[src/rtl/pipe_decode_control.sv]
// ID stage register: decodes RV32I words into the EX control bundle.
// Adds illegal detection, optional M decode, load-use bubbles, flush.
module pipe_decode_control #(
   parameter int XLEN             = 32,
   parameter bit ENABLE_M         = 1'b0,
   parameter int LOAD_USE_BUBBLES = 1
) (
   input  logic            clk,
   input  logic            reset_n,
   input  logic            if_valid_i,
   output logic            if_ready_o,
   input  logic [31:0]     inst_i,
   input  logic [XLEN-1:0] pc_i,
   input  logic            flush_i,
   input  logic            ex_ready_i,
   output logic            ex_valid_o,
   output logic [XLEN-1:0] ex_pc_o,
   output logic [31:0]     ex_inst_o,
   output logic [4:0]      ex_rs1_o,
   output logic [4:0]      ex_rs2_o,
   output logic [4:0]      ex_rd_o,
   output logic            ex_reg_write_o,
   output logic            ex_mem_write_o,
   output logic            ex_mem_to_reg_o,
   output logic            ex_branch_o,
   output logic            ex_jump_o,
   output logic            ex_jal_o,
   output logic            ex_lui_o,
   output logic            ex_auipc_o,
   output logic            ex_alu_src_o,
   output logic            ex_r_type_o,
   output logic            ex_mul_div_o,
   output logic            ex_illegal_o,
   output logic [1:0]      ex_alu_op_o
);

   localparam logic [6:0] OP_R     = 7'b0110011;
   localparam logic [6:0] OP_I     = 7'b0010011;
   localparam logic [6:0] OP_B     = 7'b1100011;
   localparam logic [6:0] OP_JAL   = 7'b1101111;
   localparam logic [6:0] OP_JALR  = 7'b1100111;
   localparam logic [6:0] OP_LOAD  = 7'b0000011;
   localparam logic [6:0] OP_STORE = 7'b0100011;
   localparam logic [6:0] OP_LUI   = 7'b0110111;
   localparam logic [6:0] OP_AUIPC = 7'b0010111;

   localparam logic [2:0] BUB_RELOAD = 3'(LOAD_USE_BUBBLES - 1);

   typedef struct packed {
      logic       reg_write;
      logic       mem_write;
      logic       mem_to_reg;
      logic       branch;
      logic       jump;
      logic       jal;
      logic       lui;
      logic       auipc;
      logic       alu_src;
      logic       r_type;
      logic       mul_div;
      logic       illegal;
      logic [1:0] alu_op;
   } ctrl_t;

   ctrl_t            dec;
   ctrl_t            ctrl_q;
   logic             valid_q, valid_d;
   logic [2:0]       bub_q, bub_d;
   logic [XLEN-1:0]  pc_q;
   logic [31:0]      inst_q;
   logic             use_rs1, use_rs2;
   logic             hazard, accept;

   logic [6:0] op;
   logic [6:0] f7;
   logic [4:0] rs1, rs2;
   logic is_r, is_i, is_b, is_jal, is_jalr;
   logic is_ld, is_st, is_lui, is_auipc;
   logic f7_ok, bad;

   assign op       = inst_i[6:0];
   assign f7       = inst_i[31:25];
   assign rs1      = inst_i[19:15];
   assign rs2      = inst_i[24:20];
   assign is_r     = (op == OP_R);
   assign is_i     = (op == OP_I);
   assign is_b     = (op == OP_B);
   assign is_jal   = (op == OP_JAL);
   assign is_jalr  = (op == OP_JALR);
   assign is_ld    = (op == OP_LOAD);
   assign is_st    = (op == OP_STORE);
   assign is_lui   = (op == OP_LUI);
   assign is_auipc = (op == OP_AUIPC);

   assign f7_ok = (f7 == 7'b0000000) | (f7 == 7'b0100000)
                | (ENABLE_M & (f7 == 7'b0000001));

   assign bad = (op[1:0] != 2'b11)
              | ~(is_r | is_i | is_b | is_jal | is_jalr
                  | is_ld | is_st | is_lui | is_auipc)
              | (is_r & ~f7_ok);

   // Decode the incoming word; illegal words keep only their ALU class
   always_comb begin
      dec            = '0;
      dec.illegal    = bad;
      dec.r_type     = is_r;
      dec.alu_src    = ~(is_r | is_b);
      dec.reg_write  = ~bad & ~(is_b | is_st);
      dec.mem_write  = ~bad & is_st;
      dec.mem_to_reg = ~bad & is_ld;
      dec.branch     = ~bad & is_b;
      dec.jump       = ~bad & (is_jal | is_jalr);
      dec.jal        = ~bad & is_jal;
      dec.lui        = ~bad & is_lui;
      dec.auipc      = ~bad & is_auipc;
      dec.mul_div    = ~bad & is_r & ENABLE_M & (f7 == 7'b0000001);
      unique case (1'b1)
         is_r:    dec.alu_op = 2'b11;
         is_i:    dec.alu_op = 2'b01;
         is_b:    dec.alu_op = 2'b10;
         default: dec.alu_op = 2'b00;
      endcase
   end

   assign use_rs1 = ~bad & ~(is_lui | is_auipc | is_jal);
   assign use_rs2 = ~bad & (is_r | is_b | is_st);

   assign hazard = valid_q & ctrl_q.mem_to_reg & (inst_q[11:7] != 5'd0)
                 & if_valid_i
                 & ((use_rs1 & (rs1 == inst_q[11:7]))
                  | (use_rs2 & (rs2 == inst_q[11:7])));

   assign if_ready_o = ~flush_i & (bub_q == 3'd0) & ~hazard
                     & (~valid_q | ex_ready_i);
   assign accept = if_valid_i & if_ready_o;

   // Valid and bubble counter next state; flush wins over everything
   always_comb begin
      valid_d = valid_q;
      bub_d   = bub_q;
      if (flush_i) begin
         valid_d = 1'b0;
         bub_d   = 3'd0;
      end else if (bub_q != 3'd0) begin
         bub_d = bub_q - 3'd1;
      end else if (accept) begin
         valid_d = 1'b1;
      end else if (ex_ready_i) begin
         valid_d = 1'b0;
         if (hazard) bub_d = BUB_RELOAD;
      end
   end

   // Handshake state registers
   always_ff @(posedge clk or negedge reset_n) begin
      if (!reset_n) begin
         valid_q <= 1'b0;
         bub_q   <= 3'd0;
      end else begin
         valid_q <= valid_d;
         bub_q   <= bub_d;
      end
   end

   // Payload registers load only on accept
   always_ff @(posedge clk or negedge reset_n) begin
      if (!reset_n) begin
         ctrl_q <= '0;
         pc_q   <= '0;
         inst_q <= '0;
      end else if (accept) begin
         ctrl_q <= dec;
         pc_q   <= pc_i;
         inst_q <= inst_i;
      end
   end

   assign ex_valid_o      = valid_q;
   assign ex_pc_o         = pc_q;
   assign ex_inst_o       = inst_q;
   assign ex_rs1_o        = inst_q[19:15];
   assign ex_rs2_o        = inst_q[24:20];
   assign ex_rd_o         = inst_q[11:7];
   assign ex_reg_write_o  = ctrl_q.reg_write;
   assign ex_mem_write_o  = ctrl_q.mem_write;
   assign ex_mem_to_reg_o = ctrl_q.mem_to_reg;
   assign ex_branch_o     = ctrl_q.branch;
   assign ex_jump_o       = ctrl_q.jump;
   assign ex_jal_o        = ctrl_q.jal;
   assign ex_lui_o        = ctrl_q.lui;
   assign ex_auipc_o      = ctrl_q.auipc;
   assign ex_alu_src_o    = ctrl_q.alu_src;
   assign ex_r_type_o     = ctrl_q.r_type;
   assign ex_mul_div_o    = ctrl_q.mul_div;
   assign ex_illegal_o    = ctrl_q.illegal;
   assign ex_alu_op_o     = ctrl_q.alu_op;

endmodule

[config.mk]
export PLATFORM = sky130hd
export DESIGN_NAME = pipe_decode_control
export DESIGN_NICKNAME = d
export VERILOG_FILES = /design/src/rtl/pipe_decode_control.sv
export SDC_FILE = /design/constraint.sdc
export NUM_CORES = 1
export LEC_CHECK = 0
export CAP_MARGIN = 20
export CORE_UTILIZATION = 39
export DETAILED_ROUTE_END_ITERATION = 16
export PLACE_DENSITY = 0.86
export SYNTH_ARGS = -nofsm -noshare
export SYNTH_HDL_FRONTEND = slang
export SYNTH_SLANG_ARGS = --single-unit
[constraint.sdc]
create_clock -name clk -period 2.47 [get_ports clk]
set_input_delay 0.247 -clock clk [delete_from_list [all_inputs] [get_ports clk]]
set_output_delay 0.247 -clock clk [all_outputs]
set_load 0.01 [all_outputs]
**After elaboration in Yosys (flattened, before gate mapping)**

Cells that the tools add are included.
W data, S select, Z words.

- Bits of input ports: 69
- Word-level logic and storage cells: 100
- Output and inout bits: 95
- Register bits: 81

- Bitwise operators: 49
- Multiplexer cells: 10
- Add/sub/neg operators: 1
- Equality and inequality tests: 15
- Reduce and logical (&&, ||, !) cells: 9

Operators by type and width:

| kind | number |
|---|---|
| $eq A7 B6 Y1 const B | 4 |
| $and A1 B1 Y1 | 21 |
| $eq A7 B7 Y1 const B | 3 |
| $or A1 B1 Y1 | 19 |
| $mux W3 | 5 |
| $eq A7 B5 Y1 const B | 2 |
| $reduce_bool A3 Y1 | 4 |
| $eq A5 B5 Y1 | 2 |
| $not A1 Y1 | 9 |
| $eq A7 B2 Y1 const B | 1 |
| $logic_not A7 Y1 | 1 |
| $pmux W2 S3 | 1 |
| $reduce_bool A5 Y1 | 1 |
| $mux W1 | 4 |
| $ne A2 B2 Y1 const B | 2 |
| $logic_not A3 Y1 | 1 |
| $ne A3 B2 Y1 const B | 1 |
| $reduce_and A3 Y1 | 1 |
| $sub A3 B1 Y3 const B | 1 |
| $reduce_and A2 Y1 | 1 |

**Logic depth before layout (Yosys ltp)**

Gate-level depths: netlist of the first run.

- Depth in word-level cells: 24
- Depth in mapped cells: 9
- Gate-level depth less buffers: 8

**Worst setup path before layout of the first run**

OpenSTA, ideal clock, no wires.

- Kind: reg-to-reg
- From: register inst_q[8] (netlist: ex_inst_o[8])
- To: register ctrl_q (netlist bit ex_alu_src_o)
- Path slack: 0.119 ns
- Cell stages (with the launch flop): 8
- Data arrival time: 2.226 ns
- Clock period less this slack: 2.351 ns
- Setup time: 0.125 ns
- Buffers on the path: 1
- Required time: 2.345 ns
- Cell sequence: dfrtp_1 -> or4_1 -> o2111ai_1 -> or4_1 -> a211oi_2 -> nor2_4 -> buf_6 -> mux2_4

- Longest elaborated chain between the ends: 8
- Elaborated cells between the ends (all ways): 13
- Classes of those cells: eq/ne (2); bitwise (10); reduce/logical (1)

RTL lines:

| item | line | RTL |
|---|---|---|
| start: declaration | 70 | `logic [31:0] inst_q;` |
| start signal: assignment | 175 | `inst_q <= inst_i;` |
| $eq A5 B5 Y1 (tied with other cells) | 131 | `& ((use_rs1 & (rs1 == inst_q[11:7]))` |
| $and A1 B1 Y1 (on tied branches) | 131, 129, 132 |  |
| $or A1 B1 Y1 / $and A1 B1 Y1 (equally long branches) | 132, 130 |  |
| $and A1 B1 Y1 (*) | 131 |  |
| $not A1 Y1 (*) | 134 | `assign if_ready_o = ~flush_i & (bub_q == 3'd0) & ~hazard` |
| $and A1 B1 Y1 (*) | 134 |  |
| $and A1 B1 Y1 (*) | 135 | `& (~valid_q \| ex_ready_i);` |
| $and A1 B1 Y1 (*) | 136 | `assign accept = if_valid_i & if_ready_o;` |
| end signal: assignment | 169 | `ctrl_q <= '0;` |
| end signal: assignment | 173 | `ctrl_q <= dec;` |
| end: declaration | 66 | `ctrl_t ctrl_q;` |

Every way passes the cells marked *; elsewhere a longest branch is shown, timed or not.
A chain may end at the register's enable or synchronous reset.

**Worst setup path after layout of the first run**

- From: register inst_q[11] (netlist: ex_inst_o[11])
- To: output if_ready_o

- Longest elaborated chain between the ends: 7
- Elaborated cells between the ends (all ways): 12
- Classes of those cells: eq/ne (2); bitwise (9); reduce/logical (1)

RTL lines:

| item | line | RTL |
|---|---|---|
| $eq A5 B5 Y1 (tied with other cells) | 131 |  |
| $and A1 B1 Y1 (on tied branches) | 131, 129, 132 |  |
| $or A1 B1 Y1 / $and A1 B1 Y1 (equally long branches) | 132, 130 |  |
| $and A1 B1 Y1 (*) | 131 |  |
| $not A1 Y1 (*) | 134 |  |
| $and A1 B1 Y1 (*) | 134 |  |
| $and A1 B1 Y1 (*) | 135 |  |
| end: declaration | 11 | `output logic if_ready_o,` |

Marked as above.

==> impl_metrics.toml, run 1 <==
[outcome]
status = "finished, violations left"
violations = "setup timing"

[route]
first_iter_violations = 63
drc = 0
wl_met2_mm = 5.36
wl_per_cell_um = 17.5
wl_met3_um = 544
finalWirelength_mm = 10.7
routed.top_layer = "met4"
ant_nets = 0
wl_met1_mm = 4.70
vias = 2905
drt-pass1-iter-count = 4
vias_per_cell = 4.75

[floorplanning]
die_width_um = 101
die_area_um2 = 10300
pin_count = 164
fp.dieH_um = 101
fp-row-count = 35
start_util = 0.409
core_area_um2 = 9420

[clocking]
cts-root-buf = "clkbuf_8"
clock_path_buffers = 2
clk-insertion-delay-late_ps = 340
htreeDepth = 3
clkTransAtPathRegs_ps = 100
cts_tree = "done"
clock_sinks = 81
cts_buffers = 9

[global_routing]
antenna_found_initial = 0
grt_util_all_layers = 0.214
grt_overflow = 0
grt_pass1_vias = 3160
grt_pass1_wl_mm = 16.6
grt_max_degree = 42

[power]
power_frac_comb = 0.410
p_int_w = 0.00342
switching_share = 0.287
power.density_nw_per_um2 = 740
p_sw_w = 0.00138
p_total_w = 0.00480
power.static_leakage_nw = 2.87
clkPwrFrac = 0.215
peakVddDrop_mv = 0.412
seq_power_share = 0.375

[timing]
max_freq_mhz = 388
tightest_slew_ps = 549
rsz0062_at_grt = "true"
skew_ps = 11.9
relSlewSlack = 0.634
fin_ws_ps = -105
final-setup-viol-count = 73
fin_crit_sh = 1.04
holdWs_ps = 290
hold_violations = 0
maxSlewViolCount = 0
finalCriticalPeriod_ps = 2580

[place]
hpwl_mm = 7.21
gp_congestion = 0.855
placed_area_um2 = 5760
numPortBuffers = 162

[setup_path]
cp-end-kind = "primary output"
worstSetupStartpointType = "register"
slowest_delay_ps = 480
worst-path-max-fanout = 4
worstReg2RegStart = "ex_inst_o[11]$_DFFE_PN0N_"
worst-setup-path-type = "register to primary output"
cp_top_family = "simple AND/OR/NAND/NOR gates"
critPathLaunch = "ex_inst_o[11]$_DFFE_PN0N_"
slowest_stage = "or4_4"
critPathArrivalTime_ps = 2330
worst-path-buf-inv = 3
worstPathRequired_ps = 2220
cp_cell_sequence = "buf_6, xnor2_2, nand4_1, or4_4, a211oi_4, buf_4, nor2b_2, buf_2"

[run]
cap_viol_max_count = 0

[synth]
ys_seq_area_frac = 0.526
yosys_warnings = 0
syn_area_um2 = 3850
synthCells = 269
ys_ff_latch = 81
avgSynthCellArea_um2 = 14.3
ys_types = 42
syn_nets = 340

[hold_path]
hold_class = "input pin to register"
holdCritStartpoint = "inst_i[3]"

[layout]
drive_gt1_frac = 0.360
diodes = 0
stdcell_area_um2 = 6490
area_growth_pct = 68.4
final_nets = 549
-- stage by stage --
| stage | TNS [ps] | cells | worst slack, ps | utilization |
|---|---|---|---|---|
| after floorplan | 0 | 269 | 119 | - |
| after global placement | -26660 | 573 | -365 | 0.611 |
| after detailed placement | -32800 | 573 | -455 | 0.611 |
| after CTS | -7020 | 609 | -124 | 0.683 |
| after global routing | -10710 | 612 | -185 | 0.689 |
| final | -5710 | 612 | -105 | 0.689 |
-- repair_timing --
item                       4_1_cts  5_1_grt
setup buffers                   12        2
pin swaps                       13        8
setup endpoints to repair       73       78
cloned                           8        1
gates resized for setup         42        7
hold buffers                     1        0
hold endpoints to repair        39        0
-- Yosys cell counts, drive strengths merged --
cell      n  area, um2
a2111o    1       11.3
a211o     2       17.5
a211oi    2       20.0
a21oi     1       5.00
a2bb2oi   1       8.76
and4bb    1       12.5
buf      24        204
clkbuf    3       11.3
conb      1       3.75
dfrtp    81       2030
ha        2       25.0
inv       7       26.3
mux2     72       1040
mux2i     1       10.0
nand2    15       58.8
nand2b    2       12.5
nand3     2       10.0
nand4     1       6.26
nand4bb   1       11.3
nor2      4       22.5
nor2b     2       12.5
nor3      7       35.0
nor4      2       12.5
o2111ai   2       17.5
o211ai    1       7.51
o21ai     7       35.0
o22ai     1       6.26
o31ai     2       15.0
o41ai     2       17.5
or2       2       12.5
or3       2       12.5
or4       4       33.8
xnor2    10       87.6
xor2      1       8.76
-- layer usage --
layer / global-route usage / vias up
met5: 0 / -
met4: 0.0524 / 0
met3: 0.0400 / 6
met2: 0.376 / 98
met1: 0.272 / 1444
li1: - / 1357
-- cells by family (layout without fill, tap and decap cells) --
kind of cell	after synthesis	after routing	synth area share
DFF	81	81	0.526
muxes	73	73	0.271
and+or+nand+nor	45	45	0.0656
buffers and inverters	34	248	0.0627
AOI/OAI and AO/OA	22	22	0.0419
xor gates and xnor gates	11	11	0.0250
adders and majority gates	2	2	0.00649
other	1	1	0.000973
-- worst paths after layout --
check,to,slack [ps],cells past startpoint
hold / removal,ex_inst_o[3]$_DFFE_PN0N_,290,2
setup reg to reg,ex_pc_o[16]$_DFFE_PN0N_,-100,10
max in group asynchronous,ex_inst_o[11]$_DFFE_PN0N_,1330,3
hold reg to reg,ex_pc_o[4]$_DFFE_PN0N_,510,1
setup / recovery,if_ready_o,-110,8
min in group asynchronous,ex_pc_o[8]$_DFFE_PN0N_,440,2
-- layout make-up --
cell class / instances / area [um2]
sequential: 81 / 2030
multi-input combinational: 154 / 1720
clock inverter: 6 / 70.1
tap: 129 / 161
inverter: 7 / 26.3
clock buffer: 10 / 138
fill: 663 / 2930
timing repair buffer: 225 / 2350
-- cell usage in the layout, fill, tap and decap left out, drive strengths merged, types with 2 or more instances in the layout --
| cell type | instances |
|---|---|
| a211o | 2 |
| a211oi | 2 |
| buf | 63 |
| clkbuf | 11 |
| clkdlybuf4s50 | 159 |
| dfrtp | 81 |
| ha | 2 |
| inv | 11 |
| mux2 | 72 |
| nand2 | 15 |
| nand2b | 2 |
| nand3 | 2 |
| nor2 | 4 |
| nor2b | 2 |
| nor3 | 7 |
| nor4 | 2 |
| o2111ai | 2 |
| o21ai | 7 |
| o31ai | 2 |
| o41ai | 2 |
| or2 | 2 |
| or3 | 2 |
| or4 | 4 |
| xnor2 | 10 |
-- sequential cells by signal, summed over array words and instances, names as in the netlist --
signal	cells
bub_q	3
ex_alu_op_o	2
ex_alu_src_o	1
ex_auipc_o	1
ex_branch_o	1
ex_illegal_o	1
ex_inst_o	32
ex_jal_o	1
ex_jump_o	1
ex_lui_o	1
ex_mem_to_reg_o	1
ex_mem_write_o	1
ex_pc_o	32
ex_r_type_o	1
ex_reg_write_o	1
ex_valid_o	1
-- worst reg2reg max path, stage by stage, from the launching register on --
cell	delay (ps)
dfrtp_2	450
buf_6	130
xnor2_2	120
nand4_1	180
or4_4	480
a211oi_4	290
buf_6	140
nor2_4	50
buf_12	160
buf_12	140
mux2_4	300
-- power groups by stage --
stage,Combinational [W],Clock [W],Sequential [W]
floorplan,0.000672,0,0.00194
global placement,0.00172,0,0.00180
detailed placement,0.00174,0,0.00181
CTS,0.00196,0.00105,0.00180
global route,0.00208,0.00112,0.00184
finish,0.00197,0.00103,0.00180
Power figures use the tool's default switching activity.
==> run 2, diff against run 1 <==
--- a/config.mk
+++ b/config.mk
@@ -6,6 +6,7 @@
 export NUM_CORES = 1
 export LEC_CHECK = 0
 export CAP_MARGIN = 20
+export CORE_MARGIN = 4
 export CORE_UTILIZATION = 39
 export DETAILED_ROUTE_END_ITERATION = 16
 export PLACE_DENSITY = 0.86
==> impl_metrics.toml, run 2 (synthesis results as in run 1) <==
[floorplanning]
core_area_um2 = 9680
die_area_um2 = 11500
fp-row-count = 36
pin_count = 164
die_width_um = 107
start_util = 0.398
fp.dieH_um = 107

[setup_path]
r2r_slack_ps = -80
worstPathRequired_ps = 2220
critPathLaunch = "ex_inst_o[10]$_DFFE_PN0N_"
critPathArrivalTime_ps = 2310
slowest_stage = "or4_4"
cp-end-kind = "primary output"
worst-setup-path-type = "register to primary output"
worstSetupStartpointType = "register"
worst-path-max-fanout = 5
slowest_delay_ps = 490
worstReg2RegStart = "ex_inst_o[10]$_DFFE_PN0N_"
cp_cell_sequence = "buf_6, xnor2_2, nand4_1, or4_4, a211oi_4, buf_4, nor2b_1, buf_2"

[route]
first_iter_violations = 96
wl_per_cell_um = 18.7
ant_nets = 0
vias_per_cell = 4.82
vias = 2956
finalWirelength_mm = 11.5
drt-pass1-iter-count = 4
drc = 0

[clocking]
clock_sinks = 81
htreeDepth = 3
cts_tree = "done"
cts-root-buf = "clkbuf_8"
cts_buffers = 9
clock_path_buffers = 2
clkTransAtPathRegs_ps = 90
clk-insertion-delay-late_ps = 370

[timing]
rsz0062_at_grt = "true"
final-setup-viol-count = 61
fin_ws_ps = -82.3
maxSlewViolCount = 0
fin_crit_sh = 1.03
hold_violations = 0
skew_ps = 10.2
finalCriticalPeriod_ps = 2550
max_freq_mhz = 392
holdWs_ps = 251

[power]
power.static_leakage_nw = 2.85
power.density_nw_per_um2 = 740
peakVddDrop_mv = 0.289

[global_routing]
grt_util_all_layers = 0.196
grt_pass1_vias = 3161
grt_max_degree = 82
antenna_found_initial = 0
grt_pass1_wl_mm = 17.3
grt_overflow = 0

[layout]
final_common_cell = "clkdlybuf4s50_1"
post-route-util = 0.670
fill_cells = 676
final_nets = 546
area_growth_pct = 68.4
diodes = 0
regArea_um2 = 2030
multi_input_area_um2 = 1720
drive_gt1_frac = 0.348
mostFrequentLayoutCells = "clkdlybuf4s50_1, dfrtp_1, mux2_4"

[place]
gp_congestion = 0.777
numPortBuffers = 162
hpwl_mm = 7.96

[hold_path]
hold_class = "input pin to asynchronous set/reset pin"

[run]
cap_viol_max_count = 0

[outcome]
violations = "setup timing"
status = "finished, violations left"
## run 2: path summary, 6_finish.rpt
kind                                             endpoint  depth (start not counted)
worst max-delay path                           if_ready_o                          8
worst min-delay path               ex_pc_o[9]$_DFFE_PN0N_                          2
worst max register to register     ex_pc_o[0]$_DFFE_PN0N_                         10
worst min register to register    ex_pc_o[28]$_DFFE_PN0N_                          1
max in group asynchronous       ex_inst_o[18]$_DFFE_PN0N_                          3
min in group clk                 ex_inst_o[3]$_DFFE_PN0N_                          2
## run 2: worst max-delay path: cells and delay by family (launching register included)
kind                      cells  cell delay (ps)
xor gates and xnor gates      1              120
AOI/OAI and AO/OA             1              280
and+or+nand+nor               3              700
DFF                           1              410
buffers and inverters         3              420
## run 2: metal layers
layer / wire (um) / up-vias / GRT usage
li1: - / 1349 / -
met1: 4640 / 1492 / 0.232
met2: 5900 / 97 / 0.342
met3: 677 / 18 / 0.0498
met4: 249 / 0 / 0.0739
met5: 0 / - / 0
## run 2: where the power goes
| part | total [W] | switching (W) | internal, W |
|---|---|---|---|
| Combinational | 0.00198 | 0.000677 | 0.00130 |
| Sequential | 0.00181 | 0.000199 | 0.00161 |
| Clock | 0.00102 | 0.000524 | 0.000496 |
## run 2: metrics by stage
step                      TNS [ps]  std cells  power (W)  instance area, um2  setup WS [ps]
after global routing         -8480        613    0.00502                6490           -182
after global placement      -24460        576    0.00351                5750           -341
after floorplan                  0        269    0.00261                3850            119
final                        -3150        613    0.00480                6490          -82.3
after detailed placement    -27320        576    0.00358                5750           -394
after CTS                    -7920        605    0.00479                6360           -184
## run 2: layout make-up
type	count	area share
sequential	81	0.312
clock buffer	10	0.0212
multi-input combinational	154	0.265
timing repair buffer	222	0.362
inverter	7	0.00405
clock inverter	6	0.0102
tap	133	0.0256
## run 2: repair_timing
item,4_1_cts,5_1_grt
hold endpoints to repair,0,9
buffers inserted,9,6
resized for setup,37,12
setup endpoints to repair,75,77
gates cloned,7,2
pin swaps,8,10
hold buffers,0,1
